==> src/rtl/pat_gen.sv <==
// pat_gen: raster timing + test-pattern generator; in clk, rst_n, dis_sn[6:0], flag_black_on; out hs, vs, de, frame_start, data_r/g/b[7:0] (all registered, 1-clock latency)
module pat_gen #(
    parameter int H_SYNC = 2,
    parameter int H_BP   = 2,
    parameter int H_ACT  = 16,
    parameter int H_FP   = 2,
    parameter int V_SYNC = 1,
    parameter int V_BP   = 1,
    parameter int V_ACT  = 8,
    parameter int V_FP   = 1,
    parameter int CHK_SH = 2
) (
    input  logic       clk,
    input  logic       rst_n,
    input  logic [6:0] dis_sn,
    input  logic       flag_black_on,
    output logic       hs,
    output logic       vs,
    output logic       de,
    output logic [7:0] data_r,
    output logic [7:0] data_g,
    output logic [7:0] data_b,
    output logic       frame_start
);
    localparam logic [15:0] H_TOTAL = 16'(H_SYNC + H_BP + H_ACT + H_FP);
    localparam logic [15:0] V_TOTAL = 16'(V_SYNC + V_BP + V_ACT + V_FP);
    localparam logic [15:0] HA0     = 16'(H_SYNC + H_BP);
    localparam logic [15:0] VA0     = 16'(V_SYNC + V_BP);
    localparam logic [15:0] HA1     = 16'(H_SYNC + H_BP + H_ACT);
    localparam logic [15:0] VA1     = 16'(V_SYNC + V_BP + V_ACT);
    localparam logic [15:0] HS_W    = 16'(H_SYNC);
    localparam logic [15:0] VS_W    = 16'(V_SYNC);
    localparam logic [15:0] BAR_W   = 16'(H_ACT / 8);
    logic [15:0]     h_cnt, v_cnt, h_nxt, v_nxt, bar_pos;
    logic [7:0]      x;
    logic [CHK_SH:0] y;
    logic [2:0]      bar_idx;
    logic [6:0]      pat_sn;
    logic            h_end, v_end, act;
    logic [23:0]     rgb;
    always_comb begin
        h_end = h_cnt == H_TOTAL - 16'd1;
        v_end = v_cnt == V_TOTAL - 16'd1;
        h_nxt = h_end ? 16'd0 : h_cnt + 16'd1;
        v_nxt = !h_end ? v_cnt : v_end ? 16'd0 : v_cnt + 16'd1;
        x     = h_cnt[7:0] - HA0[7:0];
        y     = v_cnt[CHK_SH:0] - VA0[CHK_SH:0];
        act   = h_cnt >= HA0 && h_cnt < HA1 && v_cnt >= VA0 && v_cnt < VA1;
        rgb   = 24'h000000;
        case (pat_sn)
            7'd1:    rgb = 24'hFFFFFF;
            7'd2:    rgb = 24'hFF0000;
            7'd3:    rgb = 24'h00FF00;
            7'd4:    rgb = 24'h0000FF;
            7'd5:    rgb = 24'h808080;
            7'd6:    rgb = {3{x}};
            7'd7:    rgb = {{8{~bar_idx[1]}}, {8{~bar_idx[2]}}, {8{~bar_idx[0]}}};
            7'd8:    rgb = (x[CHK_SH] ^ y[CHK_SH]) ? 24'h000000 : 24'hFFFFFF;
            7'd9:    rgb = x[0] ? 24'h000000 : 24'hFFFFFF;
            7'd10:   rgb = y[0] ? 24'h000000 : 24'hFFFFFF;
            default: rgb = 24'h000000;
        endcase
    end
    always_ff @(posedge clk or negedge rst_n) begin
        if (!rst_n) begin
            h_cnt       <= '0;
            v_cnt       <= '0;
            pat_sn      <= '0;
            bar_idx     <= '0;
            bar_pos     <= '0;
            hs          <= 1'b0;
            vs          <= 1'b0;
            de          <= 1'b0;
            frame_start <= 1'b0;
            data_r      <= '0;
            data_g      <= '0;
            data_b      <= '0;
        end else begin
            h_cnt <= h_nxt;
            v_cnt <= v_nxt;
            if (h_end && v_end)
                pat_sn <= dis_sn;
            // bar state is prepared one clock ahead so it is valid for the pixel at h_cnt
            if (h_nxt == HA0) begin
                bar_idx <= '0;
                bar_pos <= '0;
            end else if (bar_pos == BAR_W - 16'd1) begin
                bar_idx <= bar_idx + 3'd1;
                bar_pos <= '0;
            end else
                bar_pos <= bar_pos + 16'd1;
            hs          <= h_cnt < HS_W;
            vs          <= v_cnt < VS_W;
            de          <= act;
            frame_start <= h_cnt == 16'd0 && v_cnt == 16'd0;
            {data_r, data_g, data_b} <= (act && !flag_black_on) ? rgb : 24'h000000;
        end
    end
endmodule

==> config.mk <==
export PLATFORM = sky130hd
export DESIGN_NAME = pat_gen
export DESIGN_NICKNAME = d
export VERILOG_FILES = /design/src/rtl/pat_gen.sv
export SDC_FILE = /design/constraint.sdc
export NUM_CORES = 1
export LEC_CHECK = 0
export CAP_MARGIN = 10
export CORE_UTILIZATION = 45
export DETAILED_ROUTE_END_ITERATION = 16
export PLACE_DENSITY = 0.67
export SKIP_LAST_GASP = 1
export SLEW_MARGIN = 30
export SYNTH_ARGS = -nofsm -noshare
export SYNTH_HDL_FRONTEND = slang
export SYNTH_SLANG_ARGS = --single-unit
export TNS_END_PERCENT = 100
==> constraint.sdc <==
create_clock -name clk -period 2.3 [get_ports clk]
set_input_delay 0.46 -clock clk [delete_from_list [all_inputs] [get_ports clk]]
set_output_delay 0.46 -clock clk [all_outputs]
set_load 0.1 [all_outputs]
==> metrics.txt <==
# TYPE chip_impl_metric gauge
chip_impl_info{name="run_status",value="finished clean"} 1
chip_impl_metric{name="critical_path_arrival",unit="ps"} 2430
chip_impl_metric{name="worst_pin_slew",unit="ps"} 722.4
chip_impl_metric{name="number_of_nets_in_the_final_layout",unit=""} 500
chip_impl_metric{name="pwr_density_cell",unit="nW/um^2"} 501.9
chip_impl_metric{name="cts.clk_slew.worst_paths",unit="ps"} 100
chip_impl_metric{name="peakVddDrop",unit="mV"} 0.2416
chip_impl_info{name="r2r-start",value="h_cnt[3]"} 1
chip_impl_metric{name="place.detailed.instances",unit=""} 589
chip_impl_metric{name="synth.yosys.seq_area_share",unit=""} 0.4866
chip_impl_metric{name="netlist-cell-type-count",unit=""} 52
chip_impl_metric{name="global_route.overflow_total",unit=""} 0
chip_impl_metric{name="number_of_enable_flip_flop_cells_after_synthesis",unit=""} 0
chip_impl_metric{name="max-slew-margin-rel",unit=""} 0.5184
chip_impl_metric{name="dpl.hpwl",unit="mm"} 6.541
chip_impl_metric{name="floorplan.die_area",unit="sq um"} 10230
chip_impl_metric{name="chipWidth",unit="um"} 101.1
chip_impl_metric{name="cts_made_buffers",unit=""} 9
chip_impl_metric{name="post-route-cell-area",unit="sq um"} 5211
chip_impl_metric{name="first_pass_iters",unit=""} 4
chip_impl_info{name="synth_ff_type",value="sky130_fd_sc_hd__dfrtp_1"} 1
chip_impl_metric{name="synth-compound-area-share",unit=""} 0.1233
chip_impl_metric{name="coreArea",unit="sq um"} 9371
chip_impl_metric{name="critical_path_peak_fanout",unit=""} 9
chip_impl_metric{name="finalCritPeriodShare",unit=""} 0.9454
chip_impl_metric{name="synthSimpleGateAreaFrac",unit=""} 0.1895
chip_impl_info{name="start_kind",value="register"} 1
chip_impl_metric{name="number_of_setup_violations_in_the_final_report",unit=""} 0
chip_impl_metric{name="drc",unit=""} 0
chip_impl_metric{name="slew_viols_final",unit=""} 0
chip_impl_metric{name="finish.cell_count_without_fillers",unit=""} 611
chip_impl_info{name="netlist_top_cells_area",value="sky130_fd_sc_hd__dfrtp_1 (49%), sky130_fd_sc_hd__xnor2_1 (6.1%), sky130_fd_sc_hd__a211oi_1 (4.2%)"} 1
chip_impl_metric{name="timing.final.crit_period",unit="ps"} 2174
chip_impl_info{name="tritoncts_clock_tree",value="built"} 1
chip_impl_metric{name="wl",unit="mm"} 9.288
chip_impl_metric{name="synth.net_count",unit=""} 451
chip_impl_metric{name="floorplan.io_pins",unit=""} 38
chip_impl_metric{name="clock-skew-final",unit="ps"} 9.570
chip_impl_info{name="clock-root-buffer",value="sky130_fd_sc_hd__clkbuf_8"} 1
chip_impl_info{name="synth_top_area_cell",value="sky130_fd_sc_hd__dfrtp_1"} 1
chip_impl_metric{name="synthToLayoutAreaGrowth",unit="%"} 17.82
chip_impl_metric{name="wl_per_cell",unit="um"} 15.20
chip_impl_metric{name="initialDrtViolationCount",unit=""} 100
chip_impl_metric{name="gp_congestion",unit=""} 0.8801
chip_impl_metric{name="insertion_delay",unit="ps"} 370
chip_impl_metric{name="num_antenna_cells",unit=""} 0
chip_impl_metric{name="start_util",unit=""} 0.4720
chip_impl_metric{name="synthCells",unit=""} 428
chip_impl_metric{name="ant_nets",unit=""} 0
chip_impl_metric{name="cp_data_required_time",unit="ps"} 2560
chip_impl_metric{name="max-cap-violations",unit=""} 0
chip_impl_metric{name="fmax",unit="GHz"} 0.4599
chip_impl_metric{name="synth.yosys.warnings",unit=""} 0
chip_impl_metric{name="synth.cell_area",unit="sq um"} 4423
chip_impl_metric{name="drive_above_1_share",unit=""} 0.1950
chip_impl_metric{name="first_global_vias",unit=""} 3137
chip_impl_metric{name="syn_area_per_cell",unit="sq um"} 10.33
chip_impl_metric{name="yosys.area_share.adder",unit=""} 0.03678
chip_impl_metric{name="placement_rows",unit=""} 35
chip_impl_metric{name="placedInstanceArea",unit="sq um"} 4915
chip_impl_metric{name="cts.sink_count",unit=""} 86
chip_impl_metric{name="leakagePower",unit="nW"} 2.345
chip_impl_metric{name="synth_largest_type_area_fraction",unit=""} 0.4866
chip_impl_metric{name="grt_pass1_wl",unit="mm"} 15.43
chip_impl_metric{name="portBuffers",unit=""} 37
chip_impl_info{name="holdCritPathClass",value="in -> async"} 1
chip_impl_metric{name="clockBufferDepth",unit=""} 2
chip_impl_metric{name="synthArstFlopShare",unit=""} 1.000
chip_impl_metric{name="routed-via-count",unit=""} 3276
chip_impl_info{name="criticalPathCategory",value="reg -> reg"} 1
chip_impl_metric{name="post_synth_xor_area_fraction",unit=""} 0.09109
chip_impl_metric{name="ys_ff_latch",unit=""} 86
chip_impl_metric{name="grt_antenna_before_repair",unit=""} 0
chip_impl_metric{name="timing.final.hold_violations",unit=""} 0
chip_impl_metric{name="cts_hold_buffers",unit=""} 0
chip_impl_metric{name="synth.mux.area_fraction",unit=""} 0.01924
chip_impl_metric{name="grt_start_max_net_pins",unit=""} 43
chip_impl_info{name="dominant_combinational_cell_family_by_area_after_synthesis",value="simple AND/OR/NAND/NOR gates"} 1
chip_impl_metric{name="grt_use_total",unit=""} 0.1949
chip_impl_info{name="critPathCaptureType",value="register"} 1
chip_impl_info{name="cp_startpoint",value="h_cnt[3]"} 1
chip_impl_metric{name="die_h",unit="um"} 101.1
chip_impl_metric{name="cts-htree-levels",unit=""} 3
chip_impl_metric{name="route.detailed.vias_per_inst",unit=""} 5.362
## cell usage in the layout, fill, tap and decap left out, types with 9 or more instances in the layout
cell type,Yosys,routed
sky130_fd_sc_hd__nand2_1,30,30
sky130_fd_sc_hd__buf_4,1,49
sky130_fd_sc_hd__nand4_1,11,11
sky130_fd_sc_hd__xor2_1,15,15
sky130_fd_sc_hd__a211oi_1,25,25
sky130_fd_sc_hd__dfrtp_1,86,82
sky130_fd_sc_hd__clkbuf_8,0,9
sky130_fd_sc_hd__a21oi_1,25,25
sky130_fd_sc_hd__nor3_1,9,9
sky130_fd_sc_hd__inv_1,24,24
sky130_fd_sc_hd__xnor2_1,31,31
sky130_fd_sc_hd__nor2_1,28,28
sky130_fd_sc_hd__o21ai_0,9,9
sky130_fd_sc_hd__ha_1,13,12
sky130_fd_sc_hd__nand3_1,18,18
## cells in the mapped netlist, drive strengths merged (4+ instances only)
| cell | instances |
|---|---|
| nor3 | 10 |
| mux2i | 4 |
| nor4 | 11 |
| dfrtp | 86 |
| nand3 | 18 |
| mux2 | 4 |
| xor2 | 15 |
| and4 | 7 |
| nand2b | 4 |
| ha | 13 |
| and3 | 8 |
| inv | 24 |
| nand2 | 30 |
| nor2 | 29 |
| xnor2 | 31 |
| a21oi | 25 |
| a211oi | 25 |
| nand4 | 12 |
| o21ai | 11 |
| buf | 13 |
| clkbuf | 10 |
## path summary, 6_finish.rpt
kind                               end  slack, ps  cells after the start
setup / recovery           bar_pos[13]        130                      8
hold / removal                v_cnt[6]         20                      1
setup reg to reg           bar_pos[13]        130                      8
hold reg to reg              v_cnt[15]        490                      1
max in group asynchronous     v_cnt[1]       1700                      2
min in group clk             v_cnt[15]        490                      1
## metal layers
layer	share of wire	GRT usage
met4	0.013	0.07135
met3	0.040	0.03727
met5	0	0
met1	0.49	0.2731
met2	0.46	0.3030
## flip-flops by register name, indices dropped and copies added, names as in the netlist, 3 cells and up
name,count
h_cnt,16
pat_sn,7
bar_idx,3
data_g,8
data_r,8
data_b,8
bar_pos,16
v_cnt,16
## kinds of logic (layout without fill, tap and decap cells)
group	count (synthesis)	in the layout
flip-flops	86	86
XOR/XNOR	46	46
AO/OA/AOI/OAI	81	81
AND/OR/NAND/NOR	147	147
buffers and inverters	47	101
multiplexers	8	8
adder cells (fa/ha/maj)	13	13
## power by group
part / switching (mW) / internal [mW] / leakage [nW]
combinational: 0.0316 / 0.0179 / 1.09
sequential: 0 / 1.51 / 1.16
clock: 0.627 / 0.429 / 0.0990
## per-stage QoR
stage | total power [mW] | setup TNS (ps) | hold slack [ps] | setup WS (ps) | util
global route | 2.717 | -18.36 | 37.27 | -12.61 | 0.5561
floorplan | 1.542 | 0 | 164.4 | 49.80 | -
detailed placement | 1.593 | 0 | 424.6 | 8.743 | 0.5244
finish | 2.616 | 0 | 20.77 | 125.6 | 0.5561
CTS | 2.650 | 0 | 26.48 | 16.77 | 0.5465
global placement | 1.593 | 0 | 424.7 | 46.84 | 0.5244
## worst max-delay path: stages (launching register included)
cell and delay, ps:
sky130_fd_sc_hd__dfrtp_2 470, sky130_fd_sc_hd__ha_2 230, sky130_fd_sc_hd__and4_4 230, sky130_fd_sc_hd__nor4_2 220, sky130_fd_sc_hd__o21ai_1 150, sky130_fd_sc_hd__a2111oi_4 350, sky130_fd_sc_hd__buf_4 200, sky130_fd_sc_hd__clkbuf_16 150
sky130_fd_sc_hd__a21oi_1 70
## final cells by class
type                    instances  area (sq um)
multi-input cells             295          2066
inverters                      24         90.09
flip-flops and latches         86          2157
clock buffers                   9         123.9
well taps                     129         161.4
clock inverters                 7         80.08
repair buffers                 61         533.0
fillers                       843          4160
## repair_timing
action / in CTS / in global routing
gates resized for setup: 2 / 6
pin swaps: 0 / 1
cloned: 0 / 1
buffers inserted: 0 / 5
setup endpoints to repair: 15 / 45
Power figures use the tool's default switching activity.
